File: config.mk
export PLATFORM = sky130hd
export DESIGN_NAME = regfile_wb_arbiter
export DESIGN_NICKNAME = d
export VERILOG_FILES = /design/src/rtl/regfile_wb_arbiter.sv
export SDC_FILE = /design/constraint.sdc
export NUM_CORES = 1
export LEC_CHECK = 0
export CAP_MARGIN = 20
export CORE_MARGIN = 3
export CORE_UTILIZATION = 30
export CTS_CLUSTER_SIZE = 40
export DETAILED_ROUTE_END_ITERATION = 6
export PLACE_DENSITY = 0.61
export SYNTH_ARGS = -nofsm -noshare
export SYNTH_HDL_FRONTEND = slang
export SYNTH_SLANG_ARGS = --single-unit
File: constraint.sdc
create_clock -name clk -period 3.3 [get_ports clk]
set_clock_uncertainty 0.2 [all_clocks]
set_input_delay 0.99 -clock clk [delete_from_list [all_inputs] [get_ports clk]]
set_output_delay 0.99 -clock clk [all_outputs]
set_load 0.03 [all_outputs]
File: src/rtl/regfile_wb_arbiter.sv
`default_nettype none
// ============================================================================
// Module  : regfile_wb_arbiter
// Purpose : Round-robin owner of the register file write port (ALU vs. load)
//           with a pending-destination scoreboard for busy/WAW detection.
// Rev     : 1.0 - initial release
// ============================================================================
module regfile_wb_arbiter #(
  parameter int REG_WIDTH  = 34,
  parameter int ADDR_WIDTH = 5
) (
  input  logic                  clk,
  input  logic                  rst_n,
  input  logic                  i_alu_valid,
  input  logic [ADDR_WIDTH-1:0] i_alu_addr,
  input  logic [REG_WIDTH-1:0]  i_alu_data,
  output logic                  o_alu_ready,
  input  logic                  i_mem_valid,
  input  logic [ADDR_WIDTH-1:0] i_mem_addr,
  input  logic [REG_WIDTH-1:0]  i_mem_data,
  output logic                  o_mem_ready,
  input  logic                  i_reserve_en,
  input  logic [ADDR_WIDTH-1:0] i_reserve_addr,
  input  logic [ADDR_WIDTH-1:0] i_rd_addr_b,
  input  logic [ADDR_WIDTH-1:0] i_rd_addr_c,
  output logic [ADDR_WIDTH-1:0] o_address_reg_a,
  output logic                  o_wenable_reg_a,
  output logic [REG_WIDTH-1:0]  o_writedata_reg_a,
  output logic                  o_busy_b,
  output logic                  o_busy_c,
  output logic                  o_waw_hazard
);

  localparam int N_REGISTERS = 1 << ADDR_WIDTH;

  localparam logic [0:0] c_grant_alu = 1'b0;
  localparam logic [0:0] c_grant_mem = 1'b1;

  logic [0:0]             r_last_grant;
  logic [N_REGISTERS-1:0] r_pending;
  logic [N_REGISTERS-1:0] w_pending_next;
  logic                   w_alu_xfer;
  logic                   w_mem_xfer;
  logic                   w_any_xfer;
  logic [ADDR_WIDTH-1:0]  w_xfer_addr;
  logic [REG_WIDTH-1:0]   w_xfer_data;

  // rst_n gates the readies so nothing is granted while reset is held
  assign o_alu_ready = rst_n & i_alu_valid & (~i_mem_valid | (r_last_grant == c_grant_mem));
  assign o_mem_ready = rst_n & i_mem_valid & (~i_alu_valid | (r_last_grant == c_grant_alu));

  assign w_alu_xfer  = i_alu_valid & o_alu_ready;
  assign w_mem_xfer  = i_mem_valid & o_mem_ready;
  assign w_any_xfer  = w_alu_xfer | w_mem_xfer;
  assign w_xfer_addr = w_alu_xfer ? i_alu_addr : i_mem_addr;
  assign w_xfer_data = w_alu_xfer ? i_alu_data : i_mem_data;

  always_comb begin
    w_pending_next = r_pending;
    if (w_any_xfer) begin
      w_pending_next[w_xfer_addr] = 1'b0;
    end
    // A reservation on the same edge as a commit must leave the bit set
    if (i_reserve_en) begin
      w_pending_next[i_reserve_addr] = 1'b1;
    end
  end

  always_ff @(posedge clk or negedge rst_n) begin
    if (!rst_n) begin
      r_last_grant      <= c_grant_mem;
      r_pending         <= '0;
      o_wenable_reg_a   <= 1'b0;
      o_address_reg_a   <= '0;
      o_writedata_reg_a <= '0;
    end else begin
      r_pending       <= w_pending_next;
      o_wenable_reg_a <= w_any_xfer;
      if (w_any_xfer) begin
        r_last_grant      <= w_alu_xfer ? c_grant_alu : c_grant_mem;
        o_address_reg_a   <= w_xfer_addr;
        o_writedata_reg_a <= w_xfer_data;
      end
    end
  end

  assign o_busy_b     = r_pending[i_rd_addr_b];
  assign o_busy_c     = r_pending[i_rd_addr_c];
  assign o_waw_hazard = i_reserve_en & r_pending[i_reserve_addr];

endmodule
`default_nettype wire

Word-level counts from Yosys, hierarchy flattened
Cells that the tools add are included.

Register bits after elaboration: 73. Input bits: 98. Output and inout bits: 45. Word-level logic and storage cells: 44.

Order comparisons: 6. Muxes and demuxes: 15. Bitwise gates (word level): 16. Reductions and logical operators: 2.

Operators by type and width (count): $mux 32 (2); $mux 34 (1); $and 32x32->32 (1); $not 32->32 (1); $or 32x32->32 (1); $lt 5x6->1 const B (4); $bmux 1 s5 (3); $demux 1 s5 (2); $ge 5x1->1 const B (2); $and 1x1->1 (7); $mux 1 (6); $mux 5 (1); $not 1->1 (3); $or 1x1->1 (3); $logic_and 1x1->1 (2).

Longest topological paths before layout
Word-level depth: 14. Gate-level depth with buffers: 8. Gate-level depth less buffers: 6.

Worst setup path before layout
Ideal clock, no wire load.

Path type: input port to output port. Start: input i_reserve_addr[4]. End: output o_waw_hazard. Arrival: 2394 ps. Required time: 2110 ps. Slack: -284 ps. Stages: 6. Path buffers: 1. Cell sequence: clkbuf_1 > nand2b_1 > or3_1 > o211ai_1 > o32ai_1 > a31oi_1.

Word-level cells in the longest chain between the ends: 3.

Ends and longest elaborated chain: from (decl) (line 23) `input logic [ADDR_WIDTH-1:0] i_reserve_addr,`; $bmux 1 s5 (line 89) `assign o_waw_hazard = i_reserve_en & r_pending[i_reserve_addr];`; $mux 1 (not written as such) (line 89); $and 1x1->1 (line 89); to (decl) (line 31) `output logic o_waw_hazard`.

No other way between the ends. The select of a mux whose other input is x is not followed.

Worst setup path after layout
Start: input i_rd_addr_b[0]. End: output o_busy_b.

Word-level cells in the longest chain between the ends: 2.

Ends and longest elaborated chain: from (decl) (line 24) `input logic [ADDR_WIDTH-1:0] i_rd_addr_b,`; $bmux 1 s5 (line 87) `assign o_busy_b = r_pending[i_rd_addr_b];`; $mux 1 (not written as such) (line 87); to (decl) (line 29) `output logic o_busy_b,`.

No other way between the ends. The select of a mux whose other input is x is not followed.

==> results.sh <==
export IMPL_status="complete, but fails checks"
export IMPL_violations="setup timing"
export IMPL_finalSetupTns_ps=-731
export IMPL_post_drt_wl_per_cell_um=17.7
export IMPL_worstPathCellList="buf_12, mux4_2, mux4_2, nor2_4, a21oi_4, buf_6"
export IMPL_worstPathMaxFanout=5
export IMPL_reg2reg_setup_slack_ps=1060
export IMPL_syn2layout_area_growth_pct=58.5
export IMPL_slew_violations=0
export IMPL_synthCells=444
export IMPL_dr_total_vias=4317
export IMPL_drcViolationCount=0
export IMPL_hold_viol=0
export IMPL_syn_avg_cell_area_sq_um=9.44
export IMPL_filler_cell_count=1288
export IMPL_synth_nets=542
export IMPL_grt_max_degree=74
export IMPL_antenna_found_initial=0
export IMPL_dr_first_iter_drc_count=278
export IMPL_crit_top_cell="mux4_2"
export IMPL_drive_gt1_frac=0.215
export IMPL_die_w_um=124
export IMPL_ys_ff_latch=73
export IMPL_grt_pass1_wl_um=22300
export IMPL_period_needed_ps=3610
export IMPL_reg2regPathDepth=7
export IMPL_timing_final_ws_setup_ps=-307
export IMPL_worst_slew_pin_slew_ps=911
export IMPL_num_rows=42
export IMPL_start_kind="primary input"
export IMPL_hpwlAfterDp_um=10600
export IMPL_grt_overflow_total=0
export IMPL_cts_tree="done"
export IMPL_hp_class="flip-flop to flip-flop"
export IMPL_clock_path_buffers=2
export IMPL_fmax_ghz=0.277
export IMPL_critPathBufInv=2
export IMPL_cts_buffers=9
export IMPL_drv_cap=0
export IMPL_critPathSlowestCell="mux4_2"
export IMPL_port_buffer_count=142
export IMPL_cts_htree_levels=3
export IMPL_numClockSinks=73
export IMPL_die_area_sq_um=15400
export IMPL_cts_clk_slew_worst_paths_ps=50
export IMPL_final_nets=727
export IMPL_antennaDiodeCount=0
export IMPL_synthDistinctLibCells=43
export IMPL_relSlewSlack=0.390
export IMPL_setup_viol=3
export IMPL_vias_per_cell=5.34
export IMPL_gp_congestion=0.930
export IMPL_post_route_period_util=1.09
export IMPL_min_delay_path_depth=2
export IMPL_die_y_um=124
export IMPL_cp_end_kind="primary output"
export IMPL_path_class="primary input to primary output"
export IMPL_start_util=0.311
export IMPL_routed_wl_um=14300
export IMPL_hold_start="o_address_reg_a[4]$_DFFE_PN0N_"
export IMPL_netlist_area_sq_um=4190
export IMPL_grt_pass1_vias=4272
export IMPL_grtUsageTotal=0.189
export IMPL_yosysSeqAreaShare=0.436
export IMPL_ant_nets=0
export IMPL_vdd_drop_max_mv=0.277
export IMPL_ys_warn_count=0
export IMPL_clkLatencyLatePin_ps=330
export IMPL_min_to="o_address_reg_a[4]$_DFFE_PN0N_"
export IMPL_power_density_nw_per_um2=516
export IMPL_dr_pass1_iters=4
export IMPL_crit_path_max_incr_delay_ps=510
export IMPL_design_core_area_sq_um=13500
export IMPL_power_total_uw=3430
export IMPL_required_ps=2110
export IMPL_arrival_ps=2420
export IMPL_reg2reg_to="r_pending[26]$_DFF_PN0_"
export IMPL_rsz0062_at_grt="true"
export IMPL_critical_path_top_delay_family="multiplexers"
export IMPL_cp_startpoint="i_rd_addr_b[0]"
export IMPL_p_leak_uw=0.00270
export IMPL_cts_root_buf="clkbuf_16"
export IMPL_r2r_start="r_last_grant$_DFFE_PN1N_"
export IMPL_io_pins=143
==> power breakdown <==
group	switching, uW	leakage (uW)	total (uW)	internal [uW]
clock	358	0.000138	923	565
combinational	589	0.00172	1250	662
sequential	176	0.000845	1250	1080
==> Yosys cell counts, drive strengths merged <==
cell type  instances  area, sq um
a211oi             1         7.51
a21o               1         7.51
a21oi              9         45.0
a31oi             41          263
and2               1         6.26
buf               13         85.1
clkbuf            19         71.3
dfrtp             72         1800
dfstp              1         26.3
inv                5         21.3
mux2               3         37.5
mux2i             19          194
mux4              18          409
nand2             83          319
nand2b             7         46.3
nand3              3         15.0
nand3b             4         30.0
nand4              1         6.26
nor2              45          169
nor2b              2         12.5
nor3               1         5.00
nor4               2         12.5
nor4b              4         35.0
o211ai             3         22.5
o21ai             41          205
o221ai             2         17.5
o22a               2         17.5
o22ai              2         12.5
o31ai             32          240
o32ai              2         17.5
or2                1         6.26
or3                4         25.0
==> layout make-up <==
cell class | count | area [sq um] | area share
clock buffer | 13 | 270 | 0.0407
clock inverter | 2 | 12.5 | 0.00188
inverter | 5 | 21.3 | 0.00320
multi-input combinational | 334 | 2310 | 0.348
sequential | 73 | 1830 | 0.275
tap | 176 | 220 | 0.0332
timing repair buffer | 206 | 1980 | 0.298
==> placed cells by master, fill, tap and decap left out, types with 2 or more instances in the layout <==
| cell | instances |
|---|---|
| nand2b_1 | 4 |
| buf_2 | 4 |
| o32ai_2 | 2 |
| nand3_1 | 3 |
| o22a_1 | 2 |
| nand2b_4 | 2 |
| o21ai_0 | 32 |
| buf_12 | 6 |
| a31oi_1 | 39 |
| dlymetal6s2s_1 | 2 |
| clkdlybuf4s50_1 | 125 |
| a21oi_4 | 4 |
| nor4_1 | 2 |
| nand2_1 | 82 |
| mux2_4 | 3 |
| inv_1 | 3 |
| a31oi_2 | 2 |
| buf_6 | 5 |
| mux2i_1 | 17 |
| buf_4 | 60 |
| o21ai_1 | 9 |
| a21oi_1 | 5 |
| mux4_2 | 18 |
| or3_1 | 3 |
| dfrtp_1 | 72 |
| o31ai_1 | 32 |
| nand3b_1 | 4 |
| clkbuf_16 | 9 |
| o221ai_1 | 2 |
| clkbuf_8 | 3 |
| nor2_1 | 43 |
| nor4b_1 | 4 |
| nor2_4 | 2 |
| o211ai_1 | 3 |
==> routing by layer <==
metal  wire, um  GRT usage  vias up  share of wire
met1       6080      0.254     2043           0.43
met5          0          0        -              0
li1           -          -     2014              -
met2       6260      0.277      239           0.44
met4        289     0.0595        0          0.020
met3       1670     0.0772       21           0.12
==> worst min-delay path, stage by stage, from the launching register on <==
cell and delay [ps]:
dfrtp_1 340, nand2_1 50, o21ai_0 50
==> logic make-up after synthesis <==
group | after synthesis | share of synthesized area
simple gates | 158 | 0.164
flops | 73 | 0.436
buf+inv | 37 | 0.0424
mux | 40 | 0.153
compound gates | 136 | 0.204
==> worst max-delay path by stage <==
stage                     to  slack [ps]  depth (start not counted)
finish              o_busy_b        -310                          6
global route        o_busy_b        -350                          6
CTS                 o_busy_b        -390                          7
detailed placement  o_busy_b       -1290                          7
global placement    o_busy_b       -1260                          7
floorplan           o_busy_b        -160                          5
==> stage by stage <==
| stage | util | instances | hold WS [ps] | setup WS [ps] | area (sq um) |
|---|---|---|---|---|---|
| detailed placement | 0.460 | 790 | 271 | -1290 | 6190 |
| global route | 0.494 | 809 | 312 | -348 | 6640 |
| CTS | 0.494 | 810 | 284 | -387 | 6650 |
| global placement | 0.460 | 790 | 264 | -1260 | 6190 |
| floorplan | - | 444 | 275 | -156 | 4260 |
| finish | 0.494 | 809 | 279 | -307 | 6640 |
==> registers in the layout, indices dropped and copies added, names as in the netlist <==
| signal | flops |
|---|---|
| o_wenable_reg_a | 1 |
| o_address_reg_a | 5 |
| r_last_grant | 1 |
| o_writedata_reg_a | 34 |
| r_pending | 32 |
==> timing repair <==
item | 4_1_cts | 5_1_grt
gates resized for setup | 68 | 11
gates cloned | 1 | 0
endpoints found under the setup margin | 3 | 3
hold buffers | 0 | 0
pin swaps | 12 | 5
buffers inserted | 4 | 1
endpoints found under the hold margin | 0 | 0
Note: power is estimated with default switching activity, not from simulation.
